File: src/rtl/seg7_pkg.sv
// Shared definitions for the seven-segment display counters: counting modes,
// the active-low glyph table and the nibble-to-segment lookup.
package seg7_pkg;

  typedef enum logic {
    MODE_DEC = 1'b0,
    MODE_HEX = 1'b1
  } mode_e;

  localparam logic [6:0] SEG_BLANK = 7'h7F;

  // Segment order {g,f,e,d,c,b,a}, active-low; entry 15 first so index == nibble.
  localparam logic [15:0][6:0] SEG_GLYPH = {
    7'h0E, 7'h06, 7'h21, 7'h46, 7'h03, 7'h08, 7'h10, 7'h00,
    7'h78, 7'h02, 7'h12, 7'h19, 7'h30, 7'h24, 7'h79, 7'h40
  };

  function automatic logic [6:0] hex_to_seg(input logic [3:0] nibble);
    return SEG_GLYPH[nibble];
  endfunction

endpackage

File: src/rtl/button_debouncer.sv
// Synchronises one raw pushbutton, debounces it and emits a single-cycle
// registered pulse on each accepted press (release is silent).
module button_debouncer #(
  parameter int DEBOUNCE_CYCLES = 1_000_000
) (
  input  logic i_clk,
  input  logic i_rst_n,
  input  logic i_btn,
  output logic o_press
);

  localparam int CNT_W = (DEBOUNCE_CYCLES > 2) ? $clog2(DEBOUNCE_CYCLES) : 1;
  localparam logic [CNT_W-1:0] CNT_LAST = CNT_W'(DEBOUNCE_CYCLES - 1);

  logic             r_sync1;
  logic             r_sync2;
  logic             r_level;
  logic             r_press;
  logic [CNT_W-1:0] r_cnt;

  // Synchroniser, disagreement counter, debounced level and press pulse.
  always_ff @(posedge i_clk) begin
    if (!i_rst_n) begin
      r_sync1 <= 1'b0;
      r_sync2 <= 1'b0;
      r_level <= 1'b0;
      r_press <= 1'b0;
      r_cnt   <= '0;
    end else begin
      r_sync1 <= i_btn;
      r_sync2 <= r_sync1;
      r_press <= 1'b0;
      if (r_sync2 != r_level) begin
        if (r_cnt == CNT_LAST) begin
          r_level <= r_sync2;
          r_press <= r_sync2;
          r_cnt   <= '0;
        end else begin
          r_cnt <= r_cnt + 1'b1;
        end
      end else begin
        r_cnt <= '0;
      end
    end
  end

  assign o_press = r_press;

endmodule

File: src/rtl/seven_segment_multi_counter.sv
// Multi-digit BCD/hex up/down counter driving a multiplexed bank of
// common-anode seven-segment displays from debounced pushbuttons.
module seven_segment_multi_counter
  import seg7_pkg::*;
#(
  parameter int NUM_DIGITS         = 4,
  parameter int DEBOUNCE_CYCLES    = 1_000_000,
  parameter int SCAN_CYCLES        = 100_000,
  parameter int LEADING_ZERO_BLANK = 0
) (
  input  logic                  clk_i,
  input  logic                  reset_n_i,
  input  logic                  increment_counter_btn_i,
  input  logic                  decrement_counter_btn_i,
  input  logic                  mode_select_switch_i,
  output logic [NUM_DIGITS-1:0] digital_select_o,
  output logic [6:0]            seven_bit_display_o,
  output logic                  wrap_o
);

  localparam int IDX_W = (NUM_DIGITS > 1) ? $clog2(NUM_DIGITS) : 1;
  localparam int PRE_W = $clog2(SCAN_CYCLES);
  localparam logic [IDX_W-1:0] IDX_LAST = IDX_W'(NUM_DIGITS - 1);
  localparam logic [PRE_W-1:0] PRE_LAST = PRE_W'(SCAN_CYCLES - 1);

  logic w_inc;
  logic w_dec;

  button_debouncer #(.DEBOUNCE_CYCLES(DEBOUNCE_CYCLES)) u_inc_db (
    .i_clk   (clk_i),
    .i_rst_n (reset_n_i),
    .i_btn   (increment_counter_btn_i),
    .o_press (w_inc)
  );

  button_debouncer #(.DEBOUNCE_CYCLES(DEBOUNCE_CYCLES)) u_dec_db (
    .i_clk   (clk_i),
    .i_rst_n (reset_n_i),
    .i_btn   (decrement_counter_btn_i),
    .o_press (w_dec)
  );

  logic                       r_mode_sync1;
  logic                       r_mode_sync2;
  mode_e                      r_mode;
  logic                       w_mode_chg;
  logic [NUM_DIGITS-1:0][3:0] r_digits;
  logic [NUM_DIGITS-1:0][3:0] w_up;
  logic [NUM_DIGITS-1:0][3:0] w_down;
  logic [3:0]                 w_max;
  logic                       w_carry;
  logic                       w_borrow;
  logic                       w_up_wrap;
  logic                       w_down_wrap;
  logic                       r_wrap_evt;
  logic [PRE_W-1:0]           r_pre;
  logic [IDX_W-1:0]           r_idx;
  logic [NUM_DIGITS-1:0]      w_blank;
  logic                       w_upper_zero;
  logic [NUM_DIGITS-1:0]      r_sel;
  logic [6:0]                 r_seg;
  logic                       r_wrap;

  assign w_mode_chg = (mode_e'(r_mode_sync2) != r_mode);
  assign w_max      = (r_mode == MODE_HEX) ? 4'hF : 4'h9;

  // Ripple carry/borrow across digits; a carry out of the top digit is a wrap.
  always_comb begin
    w_carry  = 1'b1;
    w_borrow = 1'b1;
    w_up     = r_digits;
    w_down   = r_digits;
    for (int i = 0; i < NUM_DIGITS; i++) begin
      if (w_carry) begin
        if (r_digits[i] == w_max) begin
          w_up[i] = 4'h0;
        end else begin
          w_up[i] = r_digits[i] + 4'h1;
          w_carry = 1'b0;
        end
      end else begin
        w_up[i] = r_digits[i];
      end
      if (w_borrow) begin
        if (r_digits[i] == 4'h0) begin
          w_down[i] = w_max;
        end else begin
          w_down[i] = r_digits[i] - 4'h1;
          w_borrow  = 1'b0;
        end
      end else begin
        w_down[i] = r_digits[i];
      end
    end
    w_up_wrap   = w_carry;
    w_down_wrap = w_borrow;
  end

  // Mode synchroniser and the counter itself; a mode change wins over presses.
  always_ff @(posedge clk_i) begin
    if (!reset_n_i) begin
      r_mode_sync1 <= 1'b0;
      r_mode_sync2 <= 1'b0;
      r_mode       <= MODE_DEC;
      r_digits     <= '0;
      r_wrap_evt   <= 1'b0;
    end else begin
      r_mode_sync1 <= mode_select_switch_i;
      r_mode_sync2 <= r_mode_sync1;
      r_mode       <= mode_e'(r_mode_sync2);
      r_wrap_evt   <= 1'b0;
      if (w_mode_chg) begin
        r_digits <= '0;
      end else if (w_inc && w_dec) begin
        r_digits <= r_digits;
      end else if (w_inc) begin
        r_digits   <= w_up;
        r_wrap_evt <= w_up_wrap;
      end else if (w_dec) begin
        r_digits   <= w_down;
        r_wrap_evt <= w_down_wrap;
      end else begin
        r_digits <= r_digits;
      end
    end
  end

  // Scan prescaler and digit index.
  always_ff @(posedge clk_i) begin
    if (!reset_n_i) begin
      r_pre <= '0;
      r_idx <= '0;
    end else if (r_pre == PRE_LAST) begin
      r_pre <= '0;
      r_idx <= (r_idx == IDX_LAST) ? '0 : r_idx + 1'b1;
    end else begin
      r_pre <= r_pre + 1'b1;
    end
  end

  // A digit is a leading zero when it and every digit above it are zero.
  always_comb begin
    w_upper_zero = 1'b1;
    w_blank      = '0;
    for (int i = NUM_DIGITS - 1; i >= 0; i--) begin
      w_upper_zero = w_upper_zero && (r_digits[i] == 4'h0);
      if ((LEADING_ZERO_BLANK != 0) && (i != 0)) begin
        w_blank[i] = w_upper_zero;
      end else begin
        w_blank[i] = 1'b0;
      end
    end
  end

  // Output flops keep the display pins glitch-free.
  always_ff @(posedge clk_i) begin
    if (!reset_n_i) begin
      r_sel  <= '1;
      r_seg  <= SEG_BLANK;
      r_wrap <= 1'b0;
    end else begin
      r_sel  <= ~(NUM_DIGITS'(1'b1) << r_idx);
      r_seg  <= w_blank[r_idx] ? SEG_BLANK : hex_to_seg(r_digits[r_idx]);
      r_wrap <= r_wrap_evt;
    end
  end

  assign digital_select_o    = r_sel;
  assign seven_bit_display_o = r_seg;
  assign wrap_o              = r_wrap;

endmodule

File: config.mk
export PLATFORM = sky130hd
export DESIGN_NAME = seven_segment_multi_counter
export DESIGN_NICKNAME = d
export VERILOG_FILES = /design/src/rtl/seg7_pkg.sv /design/src/rtl/button_debouncer.sv /design/src/rtl/seven_segment_multi_counter.sv
export SDC_FILE = /design/constraint.sdc
export NUM_CORES = 1
export LEC_CHECK = 0
export BUFFER_PORTS_ARGS = -buffer_cell sky130_fd_sc_hd__buf_4
export CAP_MARGIN = 20
export CORE_ASPECT_RATIO = 1.1
export CORE_MARGIN = 2
export CORE_UTILIZATION = 29
export DETAILED_ROUTE_END_ITERATION = 10
export PLACE_DENSITY = 0.42
export SETUP_SLACK_MARGIN = 0.1
export SLEW_MARGIN = 40
export SYNTH_ARGS = -nofsm -noshare
export SYNTH_HDL_FRONTEND = slang
export SYNTH_SLANG_ARGS = --single-unit
File: constraint.sdc
create_clock -name clk_i -period 2.2 [get_ports clk_i]
set_input_delay 0.44 -clock clk_i [delete_from_list [all_inputs] [get_ports clk_i]]
set_output_delay 0.44 -clock clk_i [all_outputs]
set_load 0.02 [all_outputs]
## Word-level counts from Yosys, hierarchy flattened

Memory sizes are Yosys's and may differ from the RTL's. A register that Yosys moved wholly into a read port is not among the register bits.
Cells that the tools add are included.

| cells by class | value |
|---|---|
| shifts and indexed selects | 1 |
| reductions and logical operators | 23 |
| $lt $le $gt $ge | 1 |
| multipliers | 0 |
| multiplexer cells | 38 |
| bitwise logic cells | 5 |
| eq/ne operators | 14 |
| div/mod/pow operators | 0 |
| add/subtract/negate cells | 12 |

Operators with widths:

| operator | number |
|---|---|
| $mux 4 | 15 |
| $add 20x1->20 const B | 2 |
| $eq 20x20->1 const B | 2 |
| $mux 16 | 2 |
| $add 17x1->17 const B | 1 |
| $eq 17x17->1 const B | 1 |
| $mux 1 | 17 |
| $add 4x1->4 const B | 4 |
| $eq 4x4->1 | 4 |
| $logic_not 4->1 | 4 |
| $sub 4x1->4 const B | 4 |
| $reduce_and 4->1 | 3 |
| $reduce_or 3->1 | 3 |
| $bmux 4 s2 | 1 |
| $reduce_bool 2->1 | 4 |
| $ne 2x2->1 const B | 3 |
| $reduce_and 2->1 | 3 |
| $reduce_and 3->1 | 2 |
| $reduce_or 2->1 | 3 |
| $not 1->1 | 4 |
| $not 4->4 | 1 |
| $shl 1x2->4 const A | 1 |
| $lt 2x3->1 const B | 1 |
| $mux 3 | 1 |
| other kinds (6) | 8 |

| storage, ports and cells | value |
|---|---|
| bits in latches | 0 |
| register bits | 92 |
| word-level logic and storage cells | 117 |
| ROM bits | 112 |
| output and inout bits | 12 |
| memories kept | 1 |
| bits in writable memories | 0 |

Memories:

| name | words | bits a word | read ports | clocked after Yosys merged registers in | wr ports | line | source |
|---|---|---|---|---|---|---|---|
| (no name shown) | 16 | 7 | 1 | 1 | 0 | seg7_pkg.sv:19 | `return SEG_GLYPH[nibble];` |

## Depth between registers and ports, before layout

Gate-level depths: netlist (run 1).

| depth | value |
|---|---|
| depth in word-level cells | 7 |
| depth in mapped cells | 8 |
| gate-level depth less buffers | 7 |

## By module

Synthesis (run 1) repeated with hierarchy kept, for this count alone.

| second synthesis, totals | value |
|---|---|
| cell total of the unflattened synthesis | 594 |
| area, all modules | 5178.7 um2 |

By module, submodules not included:

| module | area an instance (um2) | times used | seq. area each (um2) | cells an instance |
|---|---|---|---|---|
| seven_segment_multi_counter | 3069.2 | 1 | 1021.0 | 366 |
| button_debouncer | 1054.8 | 2 | 480.5 | 114 |

## Worst setup path before layout (run 1)

Ideal clock, no wire load.

| timing | value |
|---|---|
| path type | register -> register |
| start point | register r_idx[0] |
| end point | register r_seg[5] (netlist: seven_bit_display_o[5]) |
| clock period less this slack | 1.864 ns |
| setup time | 0.143 ns |
| path buffers | 1 |
| required time | 2.057 ns |
| cell stages (with the launch flop) | 7 |
| data arrival time | 1.721 ns |
| path slack | 0.336 ns |
| cells stage by stage | dfxtp_1 > buf_2 > mux4_2 > ha_1 > mux2_2 > nand2_1 > o311ai_1 |

| between the ends | value |
|---|---|
| cells in the longest elaborated chain, start to end | 3 |
| elaborated cells on any way between the ends | 5 |
| classes of those cells | mux (4); reduce/logical (1) |

Ends and longest elaborated chain:

| what | line | source |
|---|---|---|
| start, declared | seven_segment_multi_counter.sv:57 | `logic [IDX_W-1:0] r_idx;` |
| start signal, assigned | seven_segment_multi_counter.sv:135 | `r_idx <= (r_idx == IDX_LAST) ? '0 : r_idx + 1'b1;` |
| $bmux 1 s2 | seven_segment_multi_counter.sv:163 | `r_seg <= w_blank[r_idx] ? SEG_BLANK : hex_to_seg(r_digits[r_idx]);` |
| $mux 1 (not written as such) | seven_segment_multi_counter.sv:163 |  |
| $reduce_or 2->1 (no line) | n/a |  |
| end, declared | seven_segment_multi_counter.sv:61 | `logic [6:0] r_seg;` |

Several ways; a longest one is shown, not always the timed one. The select of a mux whose other input is x is not followed.
A chain may end at the register's enable or synchronous reset.

## Worst setup path after layout (run 1)

| timing | value |
|---|---|
| start point | register r_digits[5] (netlist bit) |
| end point | register r_digits[12] (netlist bit) |

| between the ends | value |
|---|---|
| cells in the longest elaborated chain, start to end | 6 |
| elaborated cells on any way between the ends | 11 |
| classes of those cells | eq/ne (2); mux (6); reduce/logical (3) |

Ends and longest elaborated chain:

| what | line | source |
|---|---|---|
| start, declared | seven_segment_multi_counter.sv:47 | `logic [NUM_DIGITS-1:0][3:0] r_digits;` |
| start signal, assigned | seven_segment_multi_counter.sv:115 | `r_digits <= r_digits;` |
| start signal, assigned | seven_segment_multi_counter.sv:117 | `r_digits <= w_up;` |
| start signal, assigned | seven_segment_multi_counter.sv:120 | `r_digits <= w_down;` |
| $eq 4x4->1 / $logic_not 4->1 (equally long branches) | n/a |  |
| $mux 1, on equally long branches | seven_segment_multi_counter.sv:75, seven_segment_multi_counter.sv:85 |  |
| $mux 1, on equally long branches (2 in a row) | seven_segment_multi_counter.sv:74, seven_segment_multi_counter.sv:84 |  |
| $ne 2x2->1 (no line) / $reduce_bool 2->1 (equally long branches) | n/a |  |
| $reduce_and 4->1 (no line) * | n/a |  |

Every way passes the cells marked *; elsewhere a longest branch is shown, timed or not.

==> flow_summary.json, run 1 <==
{
  "p_per_area_nw_per_um2": 592.9,
  "hold_slack_ns": 0.3005,
  "fmaxAchievable_ghz": 0.5120,
  "final_area_um2": 5789,
  "layout.nets": 620,
  "combinationalPowerShare": 0.025,
  "vias": 3996,
  "drive_gt1_frac": 0.1254,
  "rsz0062_at_grt": "false",
  "synth_fa_ha_area_frac": 0.05400,
  "syn_inst": 580,
  "switchingPower_uw": 756.2,
  "dpl_cell_area_um2": 5479,
  "synth-main-ff-cell": "dfxtp_1",
  "synth-seq-cells": 99,
  "synth_most_common_cell": "dfxtp_1",
  "grt_first_pass_wirelength_um": 18880,
  "synth-seq-area-share": 0.3888,
  "antenna_cells": 0,
  "maxCapViolCount": 0,
  "design.core.area_um2": 17140,
  "crit_type": "flop to flop",
  "ctsHoldBuffers": 0,
  "async_flop_share": 0,
  "setup_tns_ns": 0,
  "swShare": 0.2203,
  "wl_um": 10950,
  "p_leak_nw": 2.069,
  "tightestPinTransition_ns": 0.5485,
  "antenna_found_initial": 0,
  "synth_compound_area_frac": 0.1330,
  "clkLatencyLatePin_ns": 0.34,
  "grt_max_degree": 21,
  "via_per_inst": 4.803,
  "synth.area.mux_share": 0.03387,
  "dieArea_um2": 18660,
  "synth_top_area_share": 0.3888,
  "dp.cells": 814,
  "totalPowerFinal_mw": 3.433,
  "crit_path_end_kind": "flop",
  "h-tree-depth": 3,
  "outcome": "finished clean",
  "cp.arrival_ns": 2.19,
  "yosys.area.top_type": "dfxtp_1",
  "cp-start-kind": "flop",
  "ys_warn_count": 0,
  "cts_buffers": 9,
  "wl_per_cell_um": 13.16,
  "post-route-drc-count": 0,
  "synth.area.top_cells": "dfxtp_1, xor2_1, nor2_1",
  "cp.required_ns": 2.43,
  "clkSinkCount": 99,
  "clock_power_share": 0.445,
  "die_h_um": 143.1,
  "slew_violations": 0,
  "synth_top_family_by_area": "simple AND/OR/NAND/NOR gates",
  "reg2reg_slack_ns": 0.25,
  "antenna_left": 0,
  "clk_pin_slew_ns": 0.07,
  "fin_skew_ns": 0.004420,
  "ys_types": 66,
  "clock-root-buffer": "clkbuf_16",
  "drt-initial-drc-count": 241,
  "hp-class": "primary input to flop",
  "floorplan.initialDensity": 0.2974,
  "cts_tree": "done",
  "synthTopCellsByCount": "dfxtp_1, nor2_1, nand2_1, xor2_1, nand3_1",
  "synth_simple_gate_area_frac": 0.2477,
  "syn_nets": 607,
  "hold_violations": 0,
  "fin_cells": 832,
  "placementRows": 50,
  "synth-xor-area-share": 0.09450,
  "seq_power_share": 0.530,
  "slew_headroom": 0.6334,
  "ios": 17,
  "hpwl_um": 7594,
  "fin_ws_ns": 0.2469,
  "io_buffers": 16,
  "utilization": 0.3377,
  "p_int_mw": 2.676,
  "synth_edf_count": 0,
  "dr.pass1.iters": 5,
  "post-place-ws_ns": 0.1752,
  "synthesis.area_um2": 5097,
  "fin_crit_ns": 1.953,
  "cts_max_path_buffers": 2,
  "avgSynthCellArea_um2": 8.789,
  "fillers": 1818,
  "global_route.overflow_total": 0,
  "grtUsageTotal": 0.1250,
  "setup_viol": 0,
  "grt_pass1_vias": 3953,
  "synthToLayoutAreaGrowth_pct": 13.57,
  "vdd_drop_max_mv": 0.3154,
  "gp_congestion": 0.7715,
  "die_width_um": 130.4,
  "finalCritPeriodShare": 0.8878,
  "crit_fanout": 10
}
==> layout make-up <==
class,count,area (µm²),share of cell area
inverters,23,86.33,0.01491
well taps,234,292.8,0.05057
repair buffers,35,262.8,0.04539
clock buffers,13,260.3,0.04495
clock inverters,3,21.27,0.003674
multi-input cells,425,2882,0.4977
flip-flops and latches,99,1984,0.3428
==> flip-flops by register name, indices dropped and copies added, names as in the netlist, 2 cells and up <==
register,count
u_dec_db.r_cnt,20
seven_bit_display_o,7
digital_select_o,4
r_idx,2
r_digits,16
r_pre,17
u_inc_db.r_cnt,20
==> worst max-delay path: stages (launching register included) <==
cell     delay (ns)
dfxtp_1        0.42
inv_1          0.10
ha_1           0.19
nor3b_2        0.36
and4_1         0.33
a41oi_4        0.07
o311a_1        0.36
==> cell usage in the layout (no fill, tap or decap), drive strengths merged, types with 3 or more instances in the layout <==
cell,instances
o21ai,10
nand2b,3
mux2i,6
and4,7
and3,10
xnor2,16
and2,11
mux4,4
nor2b,4
ha,22
or3,5
nand4,12
buf,35
clkbuf,13
o211ai,6
a21oi,23
xor2,39
nand3,32
a211oi,6
o221ai,5
nor3,13
a31oi,6
inv,24
nor2,82
nand3b,3
dfxtp,99
nand2,46
nor4b,8
o31ai,6
nor4,4
o311ai,3
==> final timing paths <==
check                          startpoint                to  depth (start not counted)
setup / recovery              r_digits[5]      r_digits[12]                          6
hold / removal    increment_counter_btn_i  u_inc_db.r_sync1                          2
setup reg to reg              r_digits[5]      r_digits[12]                          6
hold reg to reg          u_inc_db.r_sync1  u_inc_db.r_sync2                          1
==> kinds of logic (layout without fill, tap and decap cells) <==
group	count (synthesis)	after routing
multiplexers	12	12
buffers and inverters	56	74
XOR/XNOR	55	55
AND/OR/NAND/NOR	247	247
AO/OA/AOI/OAI	89	89
adder cells (fa/ha/maj)	22	22
flip-flops	99	99
==> routing by layer <==
metal / global-route usage / part of all wire / vias up
met2: 0.2072 / 0.46 / 47
met3: 0.02810 / 0.026 / 9
met4: 0.03639 / 0.014 / 0
met5: 0 / 0 / -
li1: - / - / 2056
met1: 0.1625 / 0.50 / 1884
==> power groups by stage <==
stage / Clock, mW / Combinational, mW / Sequential, mW
2_1_floorplan: 0 / 0.0488 / 1.87
4_1_cts: 1.60 / 0.0887 / 1.82
5_1_grt: 1.67 / 0.0966 / 1.82
6_report: 1.53 / 0.0864 / 1.82
3_3_place_gp: 0 / 0.0868 / 1.86
3_5_place_dp: 0 / 0.0887 / 1.86
==> what timing repair did <==
action,CTS,global route
gates resized for setup,0,4
endpoints found under the setup margin,0,8
buffers inserted,0,2
Power figures use the tool's default switching activity.
==> inputs of run 2 (changes only) <==
Settings changed: SETUP_SLACK_MARGIN 0.1 to 0.4.
==> run 2 against run 1 <==
- combinational power grew 4.7%
- die area did not move
- via count rose by 0.60%
- total power is 1.5% higher
==> flow_summary.json, run 2 (synthesis results as in run 1) <==
{
  "outcome": "finished clean",
  "ios": 17,
  "grt_max_degree": 32,
  "vdd_drop_max_mv": 0.3349,
  "wl_per_cell_um": 13.14,
  "clkLatencyLatePin_ns": 0.35,
  "die_width_um": 130.4,
  "top_regs": "u_dec_db.r_cnt (20), u_inc_db.r_cnt (20), r_pre (17)",
  "p_leak_nw": 2.200,
  "drt-initial-drc-count": 253,
  "r2r_start": "r_idx[1]",
  "crit_path_end_kind": "flop",
  "hp-class": "primary input to flop",
  "vias": 4020,
  "synthToLayoutAreaGrowth_pct": 18.26,
  "setup_viol": 0,
  "io_buffers": 16,
  "via_per_inst": 4.769,
  "switchingPower_uw": 768.3,
  "totalPowerFinal_mw": 3.484,
  "antenna_found_initial": 0,
  "slew_violations": 0,
  "hpwl_um": 7431,
  "gp_congestion": 0.8090,
  "fin_crit_ns": 1.773,
  "cp-start-kind": "flop",
  "dieArea_um2": 18660,
  "p_per_area_nw_per_um2": 577.9,
  "slew_headroom": 0.6132,
  "rr_endpoint": "seven_bit_display_o[5]",
  "crit_fanout": 8,
  "grt_first_pass_wirelength_um": 18640,
  "seq_power_share": 0.519,
  "fmaxAchievable_ghz": 0.5640,
  "crit_type": "flop to flop",
  "drive_gt1_frac": 0.1938,
  "finalCritPeriodShare": 0.8060,
  "ctsHoldBuffers": 0,
  "fillers": 1778,
  "combinationalPowerShare": 0.026,
  "cp.arrival_ns": 1.99,
  "rsz0062_at_grt": "true",
  "setup_tns_ns": 0,
  "dr.pass1.iters": 4,
  "reg2regPathDepth": 5,
  "grtUsageTotal": 0.1251,
  "placementRows": 50,
  "floorplan.initialDensity": 0.2974,
  "clock-root-buffer": "clkbuf_16",
  "fin_skew_ns": 0.005259,
  "p_int_mw": 2.716,
  "whs_path_depth": 2,
  "reg2reg_slack_ns": 0.43,
  "antenna_left": 0,
  "min-delay-start": "decrement_counter_btn_i",
  "h-tree-depth": 3,
  "cts_buffers": 9,
  "final_cell_mix": "nor2_1, dfxtp_1, nand2_1, buf_4, xor2_1",
  "tightestPinTransition_ns": 0.5788,
  "grt_pass1_vias": 3847,
  "clock_power_share": 0.455,
  "hold_slack_ns": 0.2899,
  "hold_path_end": "u_dec_db.r_sync1",
  "clk_pin_slew_ns": 0.07,
  "layout.nets": 632,
  "design.core.area_um2": 17140,
  "maxCapViolCount": 0,
  "die_h_um": 143.1,
  "cts_tree": "done",
  "antenna_cells": 0,
  "cp.required_ns": 2.42,
  "global_route.overflow_total": 0,
  "wl_um": 11080,
  "post-route-drc-count": 0,
  "clkSinkCount": 99,
  "cts_max_path_buffers": 2,
  "swShare": 0.2205,
  "hold_violations": 0
}
## run 2: cell types whose count changed in the layout (fill, tap and decap cells not counted), moves of 2 or more
| cell | before | now |
|---|---|---|
| dfxtp_1 | 97 | 82 |
| buf_4 | 35 | 44 |
| dfxtp_4 | 0 | 9 |
| ha_1 | 22 | 15 |
| dfxtp_2 | 2 | 8 |
| ha_2 | 0 | 6 |
| inv_1 | 23 | 18 |
| inv_2 | 0 | 5 |
| clkbuf_8 | 2 | 0 |
| nor3b_4 | 0 | 2 |
## run 2: cell type report
| type | instances | area, µm² | area share |
|---|---|---|---|
| clock buffer | 11 | 232.7 | 0.03861 |
| timing repair buffer | 47 | 361.6 | 0.05998 |
| tap | 234 | 292.8 | 0.04857 |
| inverter | 23 | 86.33 | 0.01432 |
| multi-input combinational | 425 | 2978 | 0.4940 |
| sequential | 99 | 2026 | 0.3360 |
| clock inverter | 4 | 51.30 | 0.008510 |
## run 2: layer usage
metal | vias to the layer above | wire length, µm | global-route usage
li1 | 2081 | - | -
met1 | 1891 | 5682 | 0.1666
met2 | 35 | 4942 | 0.1965
met3 | 13 | 287 | 0.02698
met4 | 0 | 169 | 0.05095
met5 | - | 0 | 0
## run 2: power groups by stage
stage	combinational (mW)	sequential [mW]	clock, mW
floorplan	0.0488	1.87	0
global placement	0.0883	1.86	0
detailed placement	0.0887	1.86	0
CTS	0.0895	1.82	1.65
finish	0.0905	1.81	1.59
global route	0.102	1.81	1.71
## run 2: how the worst max path moves through the flow
| stage | from | end | slack (ns) |
|---|---|---|---|
| after floorplan | r_idx[0] | seven_bit_display_o[5] | 0.40 |
| after global placement | r_digits[0] | r_wrap_evt | 0.24 |
| after detailed placement | r_digits[0] | r_wrap_evt | 0.21 |
| after CTS | r_digits[0] | r_wrap_evt | 0.36 |
| after global routing | r_idx[1] | seven_bit_display_o[5] | 0.35 |
| final | r_idx[1] | seven_bit_display_o[5] | 0.43 |
## run 2: stage by stage
| stage | instance area, µm² | setup WS [ns] | instances | utilization |
|---|---|---|---|---|
| floorplan | 5121 | 0.4009 | 580 | - |
| global placement | 5469 | 0.2424 | 810 | 0.3191 |
| detailed placement | 5469 | 0.2061 | 810 | 0.3191 |
| CTS | 5853 | 0.3589 | 830 | 0.3415 |
| global route | 6028 | 0.3456 | 843 | 0.3517 |
| finish | 6028 | 0.4269 | 843 | 0.3517 |
## run 2: worst max-delay path, cell delays in order (launching register included)
cell and delay (ns):
dfxtp_4 0.40, mux4_2 0.58, ha_2 0.24, mux2_2 0.26
nand2_1 0.06, o311ai_1 0.09
## run 2: timing repair
item	4_1_cts	5_1_grt
endpoints found under the hold margin	0	0
setup endpoints to repair	52	53
pin swaps	1	7
buffers inserted	5	13
gates resized for setup	21	27
==> inputs of run 3 (changes only) <==
Clock period 2.2 ns to 1.72 ns, I/O delays scaled along.
==> run 3 against run 2 <==
- the flow now finishes with violations (negative setup slack)
- maximum frequency rose by 1.2%
- first-iteration DRC count decreased by 9.9%
- design area is 34% higher
- sequential cell count stayed put
- setup slack worse by 0.46 ns
- sequential share of layout area fell by 7.9 points
- critical path depth unchanged
- utilization rose by 12 points
- critical endpoint is now seven_bit_display_o[6]
- largest power group unchanged
==> flow_summary.json, run 3 (synthesis results as in run 1) <==
{
  "outcome": "finished with violations",
  "violations": "negative setup slack",
  "utilization": 0.4717,
  "io_buffers": 16,
  "finalCritPeriodShare": 1.018,
  "ctsHoldBuffers": 0,
  "fin_cells": 964,
  "multi_input_area_um2": 3750,
  "hpwl_um": 8657,
  "via_per_inst": 4.823,
  "crit_type": "flop to flop",
  "h-tree-depth": 3,
  "cts_tree": "done",
  "antenna_found_initial": 0,
  "final_common_cell": "buf_4",
  "hold_path_end": "u_inc_db.r_sync1",
  "dp.cells": 869,
  "clock-root-buffer": "clkbuf_16",
  "r2r_start": "r_idx[0]",
  "wl_per_cell_um": 14.06,
  "maxCapViolCount": 0,
  "setup_tns_ns": -0.03281,
  "placementRows": 50,
  "reg2regPathDepth": 5,
  "tightestPinTransition_ns": 0.3470,
  "regArea_um2": 2078,
  "fin_ws_ns": -0.03169,
  "reg2reg_slack_ns": -0.03,
  "vias": 4649,
  "crit_path_end_kind": "flop",
  "rr_endpoint": "seven_bit_display_o[6]",
  "whs_path_depth": 2,
  "totalPowerFinal_mw": 4.676,
  "layout.nets": 752,
  "global_route.overflow_total": 0,
  "final_cell_mix": "buf_4, dfxtp_1, nor2_1, dfxtp_2, xor2_1",
  "cts_max_path_buffers": 2,
  "drt-initial-drc-count": 228,
  "cp-start-kind": "flop",
  "floorplan.initialDensity": 0.2974,
  "vdd_drop_max_mv": 0.4485,
  "hold_violations": 0,
  "die_width_um": 130.4,
  "final_area_um2": 8085,
  "gp_congestion": 0.8291,
  "design.core.area_um2": 17140,
  "slew_violations": 0,
  "p_leak_nw": 3.026,
  "synthToLayoutAreaGrowth_pct": 58.62,
  "hp-class": "primary input to flop",
  "ios": 17,
  "dr.pass1.iters": 5,
  "cp.arrival_ns": 1.97,
  "setup_viol": 3,
  "fmaxAchievable_ghz": 0.5709,
  "dieArea_um2": 18660,
  "fin_skew_ns": 0.008124,
  "wl_um": 13550,
  "antenna_cells": 0,
  "rsz0062_at_grt": "true",
  "cts_buffers": 9,
  "clk_pin_slew_ns": 0.07,
  "p_per_area_nw_per_um2": 578.4,
  "dpl_cell_area_um2": 6165,
  "antenna_left": 0,
  "post-route-drc-count": 0,
  "die_h_um": 143.1,
  "fillers": 1579,
  "slew_headroom": 0.7657,
  "cp.required_ns": 1.94,
  "grt_max_degree": 21,
  "grtUsageTotal": 0.1501,
  "hold_slack_ns": 0.2010,
  "clkSinkCount": 99,
  "top_regs": "u_dec_db.r_cnt (20), u_inc_db.r_cnt (20), r_pre (17)",
  "grt_pass1_vias": 4571,
  "clkLatencyLatePin_ns": 0.35,
  "crit_fanout": 4,
  "min-delay-start": "increment_counter_btn_i",
  "fin_crit_ns": 1.752,
  "grt_first_pass_wirelength_um": 22180,
  "drive_gt1_frac": 0.5151,
  "post-place-ws_ns": -0.06430
}
## run 3: cell types whose count changed in the layout (fill, tap and decap cells not counted), moves of 8 or more
| cell | change |
|---|---|
| buf_12 | +9 |
| buf_4 | +86 |
| buf_6 | +22 |
| dfxtp_1 | -36 |
| dfxtp_2 | +33 |
| ha_4 | +9 |
| nand2_1 | -9 |
| nand2_2 | +8 |
| nor2_1 | -38 |
| nor2_4 | +35 |
## run 3: final cells by class
type / count / share of cell area
inverter: 23 / 0.01269
tap: 234 / 0.03621
sequential: 99 / 0.2570
multi-input combinational: 425 / 0.4638
clock inverter: 4 / 0.007119
clock buffer: 12 / 0.03172
timing repair buffer: 167 / 0.1914
## run 3: timing repair
action / in CTS / in global routing
pin swaps: 44 / 36
buffers inserted: 49 / 24
setup endpoints to repair: 84 / 84
cloned: 3 / 3
gates resized for setup: 134 / 93
## run 3: how the worst max path moves through the flow
stage | from | endpoint | slack, ns | cells after the start
after floorplan | r_idx[0] | seven_bit_display_o[5] | -0.02 | 6
after global placement | r_digits[12] | r_digits[13] | -0.06 | 8
after detailed placement | r_idx[0] | seven_bit_display_o[1] | -0.06 | 5
after CTS | r_idx[0] | seven_bit_display_o[1] | -0.02 | 5
after global routing | r_idx[0] | seven_bit_display_o[1] | -0.10 | 5
final | r_idx[0] | seven_bit_display_o[6] | -0.03 | 5
## run 3: critical path: stages, from the launching register on
cell and delay [ns]:
dfxtp_4 0.38, mux4_2 0.60, ha_4 0.21, mux2_4 0.27, nand2_2 0.06, o311ai_1 0.09
## run 3: routing by layer
layer / vias to the layer above / share of wire / GRT usage
li1: 2334 / - / -
met1: 2223 / 0.43 / 0.1829
met2: 70 / 0.53 / 0.2604
met3: 22 / 0.028 / 0.02848
met4: 0 / 0.019 / 0.05823
met5: - / 0 / 0
## run 3: power breakdown
group          switching (mW)  internal, mW  total, mW
Clock                   0.931          1.22       2.15
Sequential             0.0150          2.30       2.31
Combinational           0.104         0.108      0.212
Total                    1.05          3.63       4.68
